`src/rtl/ovl_fire_collector_if.sv`:
```
// Event-queue handshake between the fire collector and its consumer.
// master drives evt_valid/evt_id, slave drives evt_ready.
interface ovl_fire_collector_if #(
   parameter int ID_WIDTH = 2
);
   logic                evt_valid;
   logic                evt_ready;
   logic [ID_WIDTH-1:0] evt_id;

   modport master (
      output evt_valid,
      output evt_id,
      input  evt_ready
   );

   modport slave (
      input  evt_valid,
      input  evt_id,
      output evt_ready
   );
endinterface

```
`src/rtl/ovl_fire_collector.sv`:
```
// Aggregates OVL checker fire pulses: saturating per-checker counters,
// first-failure record and a 4-entry event FIFO with sticky overflow.
// Ports: clk, reset_n (async low), enable, fire[N], clear, rd_sel,
//   rd_count, first_valid, first_id, evt (master), overflow, halted.
// Optional: `OVL_FIRE_TIMESTAMP_EN adds TS_WIDTH and first_ts.
module ovl_fire_collector #(
   parameter int NUM_CHECKERS  = 4,
   parameter int ID_WIDTH      = 2,
   parameter int CNT_WIDTH     = 8,
   parameter int STOP_ON_FIRST = 0
`ifdef OVL_FIRE_TIMESTAMP_EN
   ,
   parameter int TS_WIDTH      = 16
`endif
) (
   input  logic                    clk,
   input  logic                    reset_n,
   input  logic                    enable,
   input  logic [NUM_CHECKERS-1:0] fire,
   input  logic                    clear,
   input  logic [ID_WIDTH-1:0]     rd_sel,
   output logic [CNT_WIDTH-1:0]    rd_count,
   output logic                    first_valid,
   output logic [ID_WIDTH-1:0]     first_id,
   ovl_fire_collector_if.master    evt,
   output logic                    overflow,
   output logic                    halted
`ifdef OVL_FIRE_TIMESTAMP_EN
   ,
   output logic [TS_WIDTH-1:0]     first_ts
`endif
);

   typedef enum logic [1:0] {
      S_IDLE,
      S_MON,
      S_HALT
   } state_e;

   state_e state_q, state_d;
   logic   accept;

   logic [CNT_WIDTH-1:0]    cnt_q [NUM_CHECKERS];
   logic [ID_WIDTH-1:0]     mem_q [4];
   logic [1:0]              rd_ptr_q, wr_ptr_q;
   logic [2:0]              fcnt_q;
   logic [NUM_CHECKERS-1:0] fire_acc;
   logic [1:0]              n_set, n_push;
   logic [ID_WIDTH-1:0]     id0, id1;
   logic                    many, pop, ovf_set, evt_valid;
   logic [2:0]              space;

`ifdef OVL_FIRE_TIMESTAMP_EN
   logic [TS_WIDTH-1:0] ts_q;
`endif

   // state register
   always_ff @(posedge clk or negedge reset_n) begin
      if (!reset_n) state_q <= S_IDLE;
      else          state_q <= state_d;
   end

   // next state: clear wins, halting wins over enable drop
   always_comb begin
      state_d = state_q;
      if (clear) begin
         state_d = S_IDLE;
      end else begin
         unique case (state_q)
            S_IDLE: if (enable) state_d = S_MON;
            S_MON: begin
               if ((STOP_ON_FIRST != 0) && (|fire_acc))
                  state_d = S_HALT;
               else if (!enable)
                  state_d = S_IDLE;
            end
            S_HALT: state_d = S_HALT;
            default: state_d = S_IDLE;
         endcase
      end
   end

   // outputs of the FSM
   always_comb begin
      accept = (state_q == S_MON) && !clear;
      halted = (state_q == S_HALT);
   end

   assign fire_acc = accept ? fire : '0;

   // lowest two set indices; anything beyond them is dropped
   always_comb begin
      n_set = 2'd0;
      id0   = '0;
      id1   = '0;
      many  = 1'b0;
      for (int i = 0; i < NUM_CHECKERS; i++) begin
         if (fire_acc[i]) begin
            if (n_set == 2'd0)      id0  = ID_WIDTH'(i);
            else if (n_set == 2'd1) id1  = ID_WIDTH'(i);
            else                    many = 1'b1;
            if (n_set != 2'd2) n_set = n_set + 2'd1;
         end
      end
   end

   // a same-cycle pop frees a slot for the incoming push
   always_comb begin
      evt_valid = (fcnt_q != 3'd0);
      pop       = evt_valid & evt.evt_ready;
      space     = 3'd4 - fcnt_q + {2'b00, pop};
      if ({1'b0, n_set} > space) begin
         n_push  = space[1:0];
         ovf_set = 1'b1;
      end else begin
         n_push  = n_set;
         ovf_set = many;
      end
   end

   always_ff @(posedge clk or negedge reset_n) begin
      if (!reset_n) begin
         for (int i = 0; i < NUM_CHECKERS; i++) cnt_q[i] <= '0;
         for (int i = 0; i < 4; i++) mem_q[i] <= '0;
         rd_ptr_q    <= 2'd0;
         wr_ptr_q    <= 2'd0;
         fcnt_q      <= 3'd0;
         first_valid <= 1'b0;
         first_id    <= '0;
         overflow    <= 1'b0;
      end else if (clear) begin
         for (int i = 0; i < NUM_CHECKERS; i++) cnt_q[i] <= '0;
         rd_ptr_q    <= 2'd0;
         wr_ptr_q    <= 2'd0;
         fcnt_q      <= 3'd0;
         first_valid <= 1'b0;
         first_id    <= '0;
         overflow    <= 1'b0;
      end else begin
         for (int i = 0; i < NUM_CHECKERS; i++)
            if (fire_acc[i] && (cnt_q[i] != {CNT_WIDTH{1'b1}}))
               cnt_q[i] <= cnt_q[i] + 1'b1;
         if (n_push != 2'd0) mem_q[wr_ptr_q] <= id0;
         if (n_push == 2'd2) mem_q[wr_ptr_q + 2'd1] <= id1;
         wr_ptr_q <= wr_ptr_q + n_push;
         rd_ptr_q <= rd_ptr_q + {1'b0, pop};
         fcnt_q   <= fcnt_q - {2'b00, pop} + {1'b0, n_push};
         if (!first_valid && (|fire_acc)) begin
            first_valid <= 1'b1;
            first_id    <= id0;
         end
         if (ovf_set) overflow <= 1'b1;
      end
   end

`ifdef OVL_FIRE_TIMESTAMP_EN
   // free-running; only reset clears it
   always_ff @(posedge clk or negedge reset_n) begin
      if (!reset_n) ts_q <= '0;
      else          ts_q <= ts_q + 1'b1;
   end

   always_ff @(posedge clk or negedge reset_n) begin
      if (!reset_n)     first_ts <= '0;
      else if (clear)   first_ts <= '0;
      else if (!first_valid && (|fire_acc))
         first_ts <= ts_q;
   end
`endif

   always_comb begin
      rd_count = '0;
      for (int i = 0; i < NUM_CHECKERS; i++)
         if (ID_WIDTH'(i) == rd_sel) rd_count = cnt_q[i];
   end

   assign evt.evt_valid = evt_valid;
   assign evt.evt_id    = evt_valid ? mem_q[rd_ptr_q] : '0;

endmodule

```
`src/flat_wrapper.sv`:
```
// flat-port wrapper written by rule: the top's interface ports become plain ports
module ovl_fire_collector_flat 
#(
   parameter int NUM_CHECKERS  = 4,
   parameter int ID_WIDTH      = 2,
   parameter int CNT_WIDTH     = 8,
   parameter int STOP_ON_FIRST = 0

)
  (clk, reset_n, enable, fire, clear, rd_sel, rd_count, first_valid, first_id, overflow, halted, evt_evt_valid, evt_evt_id, evt_evt_ready);
  ovl_fire_collector_if #(.ID_WIDTH(ID_WIDTH)) evt_i ();
  input  logic clk;
  input  logic reset_n;
  input  logic enable;
  input  logic [NUM_CHECKERS-1:0] fire;
  input  logic clear;
  input  logic [ID_WIDTH-1:0] rd_sel;
  output logic [CNT_WIDTH-1:0] rd_count;
  output logic first_valid;
  output logic [ID_WIDTH-1:0] first_id;
  output logic overflow;
  output logic halted;
  output wire logic [$bits(evt_i.evt_valid)-1:0] evt_evt_valid;
  output wire logic [$bits(evt_i.evt_id)-1:0] evt_evt_id;
  input wire logic [$bits(evt_i.evt_ready)-1:0] evt_evt_ready;
  assign evt_evt_valid = evt_i.evt_valid;
  assign evt_evt_id = evt_i.evt_id;
  assign evt_i.evt_ready = evt_evt_ready;
  ovl_fire_collector #(.NUM_CHECKERS(NUM_CHECKERS), .ID_WIDTH(ID_WIDTH), .CNT_WIDTH(CNT_WIDTH), .STOP_ON_FIRST(STOP_ON_FIRST)) u_core (.clk(clk), .reset_n(reset_n), .enable(enable), .fire(fire), .clear(clear), .rd_sel(rd_sel), .rd_count(rd_count), .first_valid(first_valid), .first_id(first_id), .evt(evt_i), .overflow(overflow), .halted(halted));
endmodule
```
`config.mk`:
```
export PLATFORM = sky130hd
export DESIGN_NAME = ovl_fire_collector_flat
export DESIGN_NICKNAME = d
export VERILOG_FILES = /design/src/rtl/ovl_fire_collector_if.sv /design/src/rtl/ovl_fire_collector.sv /design/src/flat_wrapper.sv
export SDC_FILE = /design/constraint.sdc
export NUM_CORES = 1
export LEC_CHECK = 0
export CAP_MARGIN = 20
export CELL_PAD_IN_SITES_DETAIL_PLACEMENT = 0
export CELL_PAD_IN_SITES_GLOBAL_PLACEMENT = 2
export CORE_ASPECT_RATIO = 2
export CORE_MARGIN = 10
export CORE_UTILIZATION = 41
export CTS_CLUSTER_SIZE = 8
export DETAILED_ROUTE_END_ITERATION = 8
export HOLD_SLACK_MARGIN = 0.12
export PLACE_DENSITY_LB_ADDON = 0.1
export SLEW_MARGIN = 10
export SYNTH_ARGS = -nofsm -noshare
export SYNTH_HDL_FRONTEND = slang
export SYNTH_SLANG_ARGS = --single-unit
```
`constraint.sdc`:
```
create_clock -name clk -period 10.71 [get_ports clk]
set_input_delay 1.6065 -clock clk [delete_from_list [all_inputs] [get_ports clk]]
set_output_delay 1.6065 -clock clk [all_outputs]
set_load 0.05 [all_outputs]
```
==> impl_metrics.toml <==
[status]
status = "finished clean"

[timing]
report.final.slew_viol_count = 0
period_share_pct = 54.6
fin_crit_ps = 5840
slew_headroom_pct = 52.0
fmax_mhz = 171
fin_hold_ws_ps = 508
worst_clock_skew_ps = 8.33
worst_pin_slew_ps = 720
setup_violations = 0
rsz0062_at_grt = "false"
finalHoldViolCount = 0
tns_ps = 0

[place]
port-buffer-count = 26
hpwlAfterDp_um = 6700
gp_congestion = 0.803
placed_cells = 445
place_area_um2 = 3670

[synth]
ys_async_sr_fraction_pct = 100
synth_area_leaders = "dfrtp_1 40%, ha_1 7.9%, mux4_2 6.7%"
synthesis.area_um2 = 3340
syn_area_per_cell_um2 = 10.1
synth_edf_count = 0
synthDistinctLibCells = 55
yosys_warnings = 0
yosysMostFrequentCell = "dfrtp_1"
ys_seq_area_share_pct = 39.7
synth_ff_type = "dfrtp_1"
synth_top_area_cell = "dfrtp_1"
ys_ff_latch = 53
yosysTopAreaCellShare_pct = 39.7
syn-num-nets = 365
synth_common_cells = "53 x dfrtp_1, 51 x nor2_1, 23 x nand2_1"
synthCells = 332

[critical_path]
critPathCapture = "u_core.fcnt_q[2]$_DFF_PN0_"
r2r_slack_ps = 6210
critPathMostFrequentCell = "ha_1"
cp.depth = 18
start_kind = "input pin"
crit_family = "adder cells"
required_ps = 10880
slowest_delay_ps = 520
rr_worst_depth = 16
r2r_start = "u_core.state_q[0]$_DFFE_PN0P_"
worst_ep_arrival_time_ps = 6020
end_kind = "register"
worstPathMaxFanout = 56
crit_slowest_cell = "o31ai_4"
startpoint = "clear"
reg2reg_to = "u_core.fcnt_q[2]$_DFF_PN0_"
cp.buffers_inverters = 3
critPathKind = "in2reg"
cp_cell_sequence = "buf_2, buf_4, nor3b_2, nand2_1, inv_1, ha_1, a21oi_1, ha_1, nor2_1, or2_2, ha_1, nor2b_1, o211a_2, o31ai_4, ha_1, fa_1, xnor2_1, nor2_1"

[clock_network]
numCtsBuffers = 5
cts_resized = 0
h-tree-depth = 2
clk_path_buf_depth = 2
cts_tree = "yes"
cts.hold.buffers_added = 0
ctsRootBufferMaster = "clkbuf_16"
clk_pin_slew_ps = 80
cts_setup_buffers = 0
clock-sinks = 53
insertion_delay_ps = 300

[route]
top_layer_used = "met4"
drtIter0Drc = 93
wire_per_inst_um = 19.4
vias_per_cell = 5.58
met2_length_um = 5120
routed_wl_um = 8800
vias = 2528
wl_met1_um = 3070
ant_nets = 0
dr.pass1.iters = 4
drc = 0
wl_met3_um = 321

[global_route]
grt_pass1_wl_um = 14400
globalRoute.totalOverflow = 0
grt_max_degree = 57
grt_pass1_vias = 2796
track_usage_pct = 14.5
grt_antenna_before_repair = 0

[floorplan]
start_util_pct = 42.0
fp.dieH_um = 148
std_cell_rows = 46
fp.dieW_um = 83.8
core_area_um2 = 7940
fp.dieArea_um2 = 12400
io_pins = 27

[cells_and_area]
fin_util_pct = 48.1
multi_input_area_um2 = 1900
stdcell_count = 453
n_antenna_cell = 0
finish.net_count = 389
design_area_um2 = 3820
nFillCells = 780
seq_area_um2 = 1330
areaGrowthSynthToFinish_pct = 14.4
drive_gt1_share_pct = 10.4

[pwr]
power.leakage_nw = 1.68
p_per_area_nw_per_um2 = 193
peakVddDrop_uv = 77.5

[run]
cap_violations = 0

[hold_path]
hold_class = "reg2reg"
==> cells by family after synthesis <==
| kind of cell | after synthesis | synth area share [%] |
|---|---|---|
| AOI/OAI and AO/OA | 48 | 11.3 |
| xor gates and xnor gates | 31 | 8.13 |
| adders and majority gates | 22 | 8.47 |
| buffers and inverters | 28 | 3.41 |
| DFF | 53 | 39.7 |
| muxes | 16 | 8.69 |
| and+or+nand+nor | 134 | 20.3 |
==> power breakdown <==
group          switching [mW]  internal, mW
Combinational           0.181         0.135
Sequential             0.0278         0.227
Clock                  0.0814        0.0874
Total                   0.290         0.449
==> layer usage <==
| layer | global-route usage [%] | vias to the layer above |
|---|---|---|
| met2 | 29.0 | 45 |
| met5 | 0 | - |
| met4 | 6.73 | 0 |
| met3 | 3.08 | 19 |
| met1 | 12.9 | 1238 |
| li1 | - | 1226 |
==> flip-flops by register name, summed over array words and instances (netlist names) <==
register and count:
u_core.overflow 1, u_core.fcnt_q 3, u_core.cnt_q 32, u_core.first_id 2
u_core.state_q 2, u_core.mem_q 8, u_core.rd_ptr_q 2, u_core.first_valid 1
u_core.wr_ptr_q 2
==> placed cells by master, fill, tap and decap left out, types with 10 or more instances in the layout <==
cell | netlist | layout
dfrtp_1 | 53 | 53
nor2_1 | 51 | 51
mux4_2 | 10 | 10
nand2_1 | 23 | 23
xor2_1 | 19 | 19
a21oi_1 | 11 | 11
ha_1 | 21 | 21
xnor2_1 | 12 | 12
clkdlybuf4s50_1 | 0 | 24
inv_1 | 16 | 16
==> metrics by stage <==
| stage | total power, mW | setup WS (ps) |
|---|---|---|
| 2_1_floorplan | 0.492 | 5340 |
| 3_3_place_gp | 0.576 | 4650 |
| 3_5_place_dp | 0.578 | 4530 |
| 4_1_cts | 0.750 | 4870 |
| 5_1_grt | 0.790 | 4530 |
| 6_report | 0.739 | 4870 |
==> layout make-up <==
type                    count  share of cell area [%]
clock inverters             3                   0.557
repair buffers             28                    6.94
multi-input cells         251                    49.7
well taps                  96                    3.14
flip-flops and latches     53                    34.7
clock buffers               5                    3.27
inverters                  17                    1.67
==> worst min path at each step <==
stage,start,slack (ps),to,cells after the start
floorplan,u_core.mem_q[0]$_DFFE_PN0N_,460,u_core.mem_q[0]$_DFFE_PN0N_,1
finish,u_core.mem_q[5]$_DFFE_PN0N_,510,u_core.mem_q[5]$_DFFE_PN0N_,1
global placement,u_core.mem_q[5]$_DFFE_PN0N_,490,u_core.mem_q[5]$_DFFE_PN0N_,1
CTS,u_core.mem_q[5]$_DFFE_PN0N_,510,u_core.mem_q[5]$_DFFE_PN0N_,1
global route,u_core.mem_q[4]$_DFFE_PN0N_,520,u_core.mem_q[4]$_DFFE_PN0N_,1
detailed placement,u_core.mem_q[5]$_DFFE_PN0N_,490,u_core.mem_q[5]$_DFFE_PN0N_,1
(Power assumes the default switching activity.)
